--- src/rtl/spatz_pkg.sv ---
// Shared Spatz types.
// Holds the VRF word/address/byte-enable types, the VFU completion response,
// and the write-back buffer entry that the VFU builds for each result word.
package spatz_pkg;

    localparam int unsigned VfuWbDepth = 2;

    typedef logic [9:0]  vreg_addr_t;
    typedef logic [63:0] vreg_data_t;
    typedef logic [7:0]  vreg_be_t;

    typedef struct packed {
        logic [2:0] id;
        logic [4:0] vs2;
        logic [4:0] vs1;
        logic [4:0] vd;
    } vfu_rsp_t;

    // One buffered result word; we=0 marks a response-only entry.
    typedef struct packed {
        logic       we;
        vreg_addr_t waddr;
        vreg_data_t wdata;
        vreg_be_t   wbe;
        logic       last;
        vfu_rsp_t   rsp;
    } vfu_wb_entry_t;

endpackage

--- src/rtl/spatz_vfu_wb_buffer.sv ---
// VFU write-back buffer.
// Decouples the VFU result path from the VRF write port with a small circular
// FIFO. The completion response for an instruction is issued one cycle after
// its last word leaves the buffer (VRF-acknowledged, or drained if response-only).
// Ports:
//   clk_i, rst_ni          clock, async active-low reset
//   res_*_i / res_ready_o  result word from the VFU (valid/ready)
//   vrf_*_o / vrf_wvalid_i head entry write request and VRF acknowledge
//   vfu_rsp_valid_o/_o     registered one-cycle completion response
//   empty_o                nothing pending, including an unissued response
module spatz_vfu_wb_buffer
    import spatz_pkg::*;
#(
    parameter int unsigned Depth = VfuWbDepth
) (
    input  logic       clk_i,
    input  logic       rst_ni,
    input  logic       res_valid_i,
    output logic       res_ready_o,
    input  logic       res_we_i,
    input  vreg_addr_t res_waddr_i,
    input  vreg_data_t res_wdata_i,
    input  vreg_be_t   res_wbe_i,
    input  logic       res_last_i,
    input  vfu_rsp_t   res_rsp_i,
    output logic       vrf_we_o,
    output vreg_addr_t vrf_waddr_o,
    output vreg_data_t vrf_wdata_o,
    output vreg_be_t   vrf_wbe_o,
    input  logic       vrf_wvalid_i,
    output logic       vfu_rsp_valid_o,
    output vfu_rsp_t   vfu_rsp_o,
    output logic       empty_o
);

    localparam int unsigned CntWidth = $clog2(Depth + 1);
    localparam int unsigned PtrWidth = (Depth > 1) ? $clog2(Depth) : 1;
    localparam logic [CntWidth-1:0] DepthCnt = CntWidth'(Depth);
    localparam logic [PtrWidth-1:0] LastPtr  = PtrWidth'(Depth - 1);

    vfu_wb_entry_t         entry_q [Depth];
    logic [PtrWidth-1:0]   wr_ptr_q, wr_ptr_d;
    logic [PtrWidth-1:0]   rd_ptr_q, rd_ptr_d;
    logic [CntWidth-1:0]   count_q, count_d;
    logic                  rsp_valid_q, rsp_valid_d;
    vfu_rsp_t              rsp_q, rsp_d;

    vfu_wb_entry_t head;
    vfu_wb_entry_t new_entry;
    logic          push, pop, not_empty;

    always_comb begin
        head      = entry_q[rd_ptr_q];
        not_empty = (count_q != '0);
        // Response-only heads drain without waiting for the VRF.
        pop       = not_empty && (!head.we || vrf_wvalid_i);
        // A full buffer still accepts when the head leaves this cycle.
        res_ready_o = (count_q < DepthCnt) || pop;
        push      = res_valid_i && res_ready_o;

        new_entry       = '0;
        new_entry.we    = res_we_i;
        new_entry.waddr = res_waddr_i;
        new_entry.wdata = res_wdata_i;
        new_entry.wbe   = res_wbe_i;
        new_entry.last  = res_last_i;
        new_entry.rsp   = res_rsp_i;

        wr_ptr_d = wr_ptr_q;
        rd_ptr_d = rd_ptr_q;
        count_d  = count_q;
        if (push) wr_ptr_d = (wr_ptr_q == LastPtr) ? '0 : wr_ptr_q + 1'b1;
        if (pop)  rd_ptr_d = (rd_ptr_q == LastPtr) ? '0 : rd_ptr_q + 1'b1;
        if (push && !pop) count_d = count_q + 1'b1;
        if (pop && !push) count_d = count_q - 1'b1;

        rsp_valid_d = pop && head.last;
        rsp_d       = (pop && head.last) ? head.rsp : rsp_q;
    end

    always_ff @(posedge clk_i or negedge rst_ni) begin
        if (!rst_ni) begin
            for (int i = 0; i < Depth; i++) entry_q[i] <= '0;
            wr_ptr_q    <= '0;
            rd_ptr_q    <= '0;
            count_q     <= '0;
            rsp_valid_q <= 1'b0;
            rsp_q       <= '0;
        end else begin
            if (push) entry_q[wr_ptr_q] <= new_entry;
            wr_ptr_q    <= wr_ptr_d;
            rd_ptr_q    <= rd_ptr_d;
            count_q     <= count_d;
            rsp_valid_q <= rsp_valid_d;
            rsp_q       <= rsp_d;
        end
    end

    assign vrf_we_o        = not_empty && head.we;
    assign vrf_waddr_o     = head.waddr;
    assign vrf_wdata_o     = head.wdata;
    assign vrf_wbe_o       = head.wbe;
    assign vfu_rsp_valid_o = rsp_valid_q;
    assign vfu_rsp_o       = rsp_q;
    assign empty_o         = !not_empty && !rsp_valid_q;

endmodule

--- config.mk ---
export PLATFORM = sky130hd
export DESIGN_NAME = spatz_vfu_wb_buffer
export DESIGN_NICKNAME = d
export VERILOG_FILES = /design/src/rtl/spatz_pkg.sv /design/src/rtl/spatz_vfu_wb_buffer.sv
export SDC_FILE = /design/constraint.sdc
export NUM_CORES = 1
export LEC_CHECK = 0
export CAP_MARGIN = 20
export CELL_PAD_IN_SITES_DETAIL_PLACEMENT = 1
export CELL_PAD_IN_SITES_GLOBAL_PLACEMENT = 1
export CORE_MARGIN = 4
export CORE_UTILIZATION = 44
export DETAILED_ROUTE_END_ITERATION = 7
export PLACE_DENSITY_LB_ADDON = 0.05
export SYNTH_ARGS = -nofsm -noshare
export SYNTH_HDL_FRONTEND = slang
export SYNTH_SLANG_ARGS = --single-unit
--- constraint.sdc ---
create_clock -name clk_i -period 5.8 [get_ports clk_i]
set_input_delay 1.74 -clock clk_i [delete_from_list [all_inputs] [get_ports clk_i]]
set_output_delay 1.74 -clock clk_i [all_outputs]
set_load 0.02 [all_outputs]
==> impl_metrics.csv <==
group,metric,value,unit
run_status,status,"completed",
worst_setup_path,cp.arrival,3010,ps
clocking,hold_buffers,0,
timing,fin_tns_setup,0,ps
worst_setup_path,slowest_stage,"clkdlybuf4s50_1",
clocking,postCtsSetupBuffers,0,
place,dpl_worst_slack,1040,ps
clocking,cts_max_level,1,
detailed_routing,drt_pass1_iterations,4,
synthesis,syn_area,0.0103,mm^2
synthesis,synth.net_count,797,
detailed_routing,ant_nets,0,
detailed_routing,vias,5782,
synthesis,yosys_warnings,0,
global_routing,grt_pass1_vias,6643,
worst_setup_path,end_kind,"output pin",
timing,max_slew_margin,41.1,%
global_routing,antenna_found_initial,2,
place,port_buffers,209,
synthesis,yosys_most_used_dff,"dfrtp_1",
place,gp_congestion,0.703,
die,placementRows,55,
worst_setup_path,critPathMaxFanout,4,
min_path,hold_class,"flop to flop",
global_routing,grtUsageTotal,17.6,%
synthesis,synth-edff-count,0,
place,post_dp_cell_area,0.0120,mm^2
synthesis,synthTopCellsByArea,"dfrtp_1 (55%), mux2_2 (23%), mux2_1 (13%)",
finish,syn_to_final_growth,26.1,%
die,core-area,0.0228,mm^2
power,finalPower,0.00860,W
clocking,cts_buffer_depth,3,
finish,n_fill_cell,2173,
synthesis,yosysTopAreaCell,"dfrtp_1",
worst_setup_path,cp_top_family,"buffers and inverters",
timing,rsz0062_at_grt,"false",
synthesis,synth-async-reset-ratio,100,%
worst_setup_path,path_cells,"clkdlybuf4s50_1 > nor2_1 > nand2_1 > clkdlybuf4s50_1",
detailed_routing,via_per_inst,5.04,
worst_setup_path,cpMostUsedCell,"clkdlybuf4s50_1",
finish,final_cell_mix,"dfrtp_1 (226), clkdlybuf4s50_1 (208), mux2_2 (206), mux2_1 (117), clkbuf_16 (27)",
timing,tightest_slew,884,ps
finish,drive_gt1_share,31.3,%
place,hpwl,15.3,mm
die,start_util,45.1,%
global_routing,grt-ovfl-total,0,
die,ios,210,
timing,timing.final.ws_setup,1050,ps
timing,finalCriticalPeriod,4750,ps
finish,seq_area,0.00568,mm^2
clocking,cts.repair.resized,0,
clocking,cts_tree,"yes",
detailed_routing,drc,0,
synthesis,yosys_register_bits,227,
synthesis,synth_seq_area_share,55.1,%
finish,mostFrequentLayoutCell,"dfrtp_1",
worst_setup_path,timing.rr.start,"rd_ptr_q$_DFFE_PN0P_",
global_routing,grt_max_degree,115,
timing,slew_violations,0,
timing,min_period_over_period,81.9,%
clocking,clock_sinks,227,
power,p_leak,5.38,nW
die,die_y,161,um
finish,final_nets,923,
synthesis,synth.distinct_cells,21,
min_path,worstHoldStart,"entry_q[165]$_DFFE_PN0P_",
clocking,clock_latency,510,ps
finish,fin_util,56.9,%
detailed_routing,routed_wl,22.9,mm
clocking,cts_buffers,26,
worst_setup_path,worst-endpoint-required,4060,ps
timing,setup_viol,0,
detailed_routing,drt_iter0_drc,168,
worst_setup_path,crit_path_start_kind,"primary input",
die,die_area,0.0259,mm^2
worst_setup_path,crit_buf_inv,2,
finish,n_antenna_cell,0,
die,die_w,161,um
clocking,clockRootBuffer,"clkbuf_16",
run,drv_cap,0,
synthesis,syn_inst,690,
power,power.density,662,mW/mm^2
synthesis,synth_top_area_share,55.1,%
clocking,cts.reportedPaths.clkPinSlew,60,ps
finish,multi_input_area,0.00379,mm^2
timing,fin_worst_skew,7.08,ps
global_routing,grt_pass1_wl,36.9,mm
synthesis,avgSynthCellArea,14.9,um^2
detailed_routing,wl_per_cell,19.9,um
worst_setup_path,worstSetupPathType,"primary input to output pin",
timing,finalHoldViolCount,0,
worst_setup_path,crit_path_start,"vrf_wvalid_i",
power,ir_drop,0.333,mV
worst_setup_path,worst_path_largest_cell_delay,610,ps
finish,finalInstanceArea,0.0130,mm^2
timing,fmax,210,MHz
[area by class of cell]
type,instances,share of cell area [%]
clock inverters,9,1.12
repair buffers,217,16.9
inverters,1,0.0289
multi-input cells,343,29.2
clock buffers,38,6.06
flip-flops and latches,227,43.8
well taps,313,3.01
[sequential cells by signal (all words and copies together) (netlist names)]
| register | cells |
|---|---|
| vfu_rsp_o | 18 |
| vfu_rsp_valid_o | 1 |
| rd_ptr_q | 1 |
| entry_q | 204 |
| wr_ptr_q | 1 |
| count_q | 2 |
[power by group]
| group | leakage (nW) | total (W) | switching [W] | internal, W |
|---|---|---|---|---|
| logic | 2.25 | 0.00398 | 0.00178 | 0.00220 |
| registers | 2.67 | 0.00289 | 0.000484 | 0.00241 |
| clock network | 0.464 | 0.00173 | 0.000618 | 0.00111 |
[per-stage QoR]
step,hold WS [ps],std cells
finish,485,1148
global route,502,1148
CTS,491,1147
detailed placement,475,1100
global placement,466,1100
floorplan,459,690
[cells in the mapped netlist (4+ instances only)]
| master | instances |
|---|---|
| dfrtp_1 | 227 |
| mux2_2 | 206 |
| mux2_1 | 117 |
| buf_4 | 100 |
| buf_2 | 15 |
| clkbuf_1 | 4 |
| nor2_1 | 4 |
| xnor2_1 | 4 |
[kinds of logic after synthesis]
logic type      synth area share, %
simple gates                  0.352
xor+xnor                      0.425
flops                          55.1
compound gates                0.340
mux                            35.4
fa+ha+maj                     0.121
buf+inv                        8.20
[final timing paths]
kind | endpoint | slack, ps | cells after the start
max | res_ready_o | 1050 | 4
min | entry_q[165]$_DFFE_PN0P_ | 490 | 1
max reg2reg | vfu_rsp_o[2]$_DFFE_PN0P_ | 2900 | 5
min reg2reg | entry_q[165]$_DFFE_PN0P_ | 490 | 1
max in group asynchronous | entry_q[170]$_DFFE_PN0P_ | 3400 | 2
min in group asynchronous | entry_q[44]$_DFFE_PN0P_ | 1280 | 1
[layer usage]
layer | vias up | wire length [um] | track usage, %
met1 | 3002 | 8970 | 21.0
li1 | 2597 | - | -
met5 | - | 22 | 0
met3 | 35 | 1410 | 4.90
met2 | 144 | 12000 | 32.1
met4 | 4 | 421 | 3.49
No activity file was read; power rests on OpenSTA's default activity.
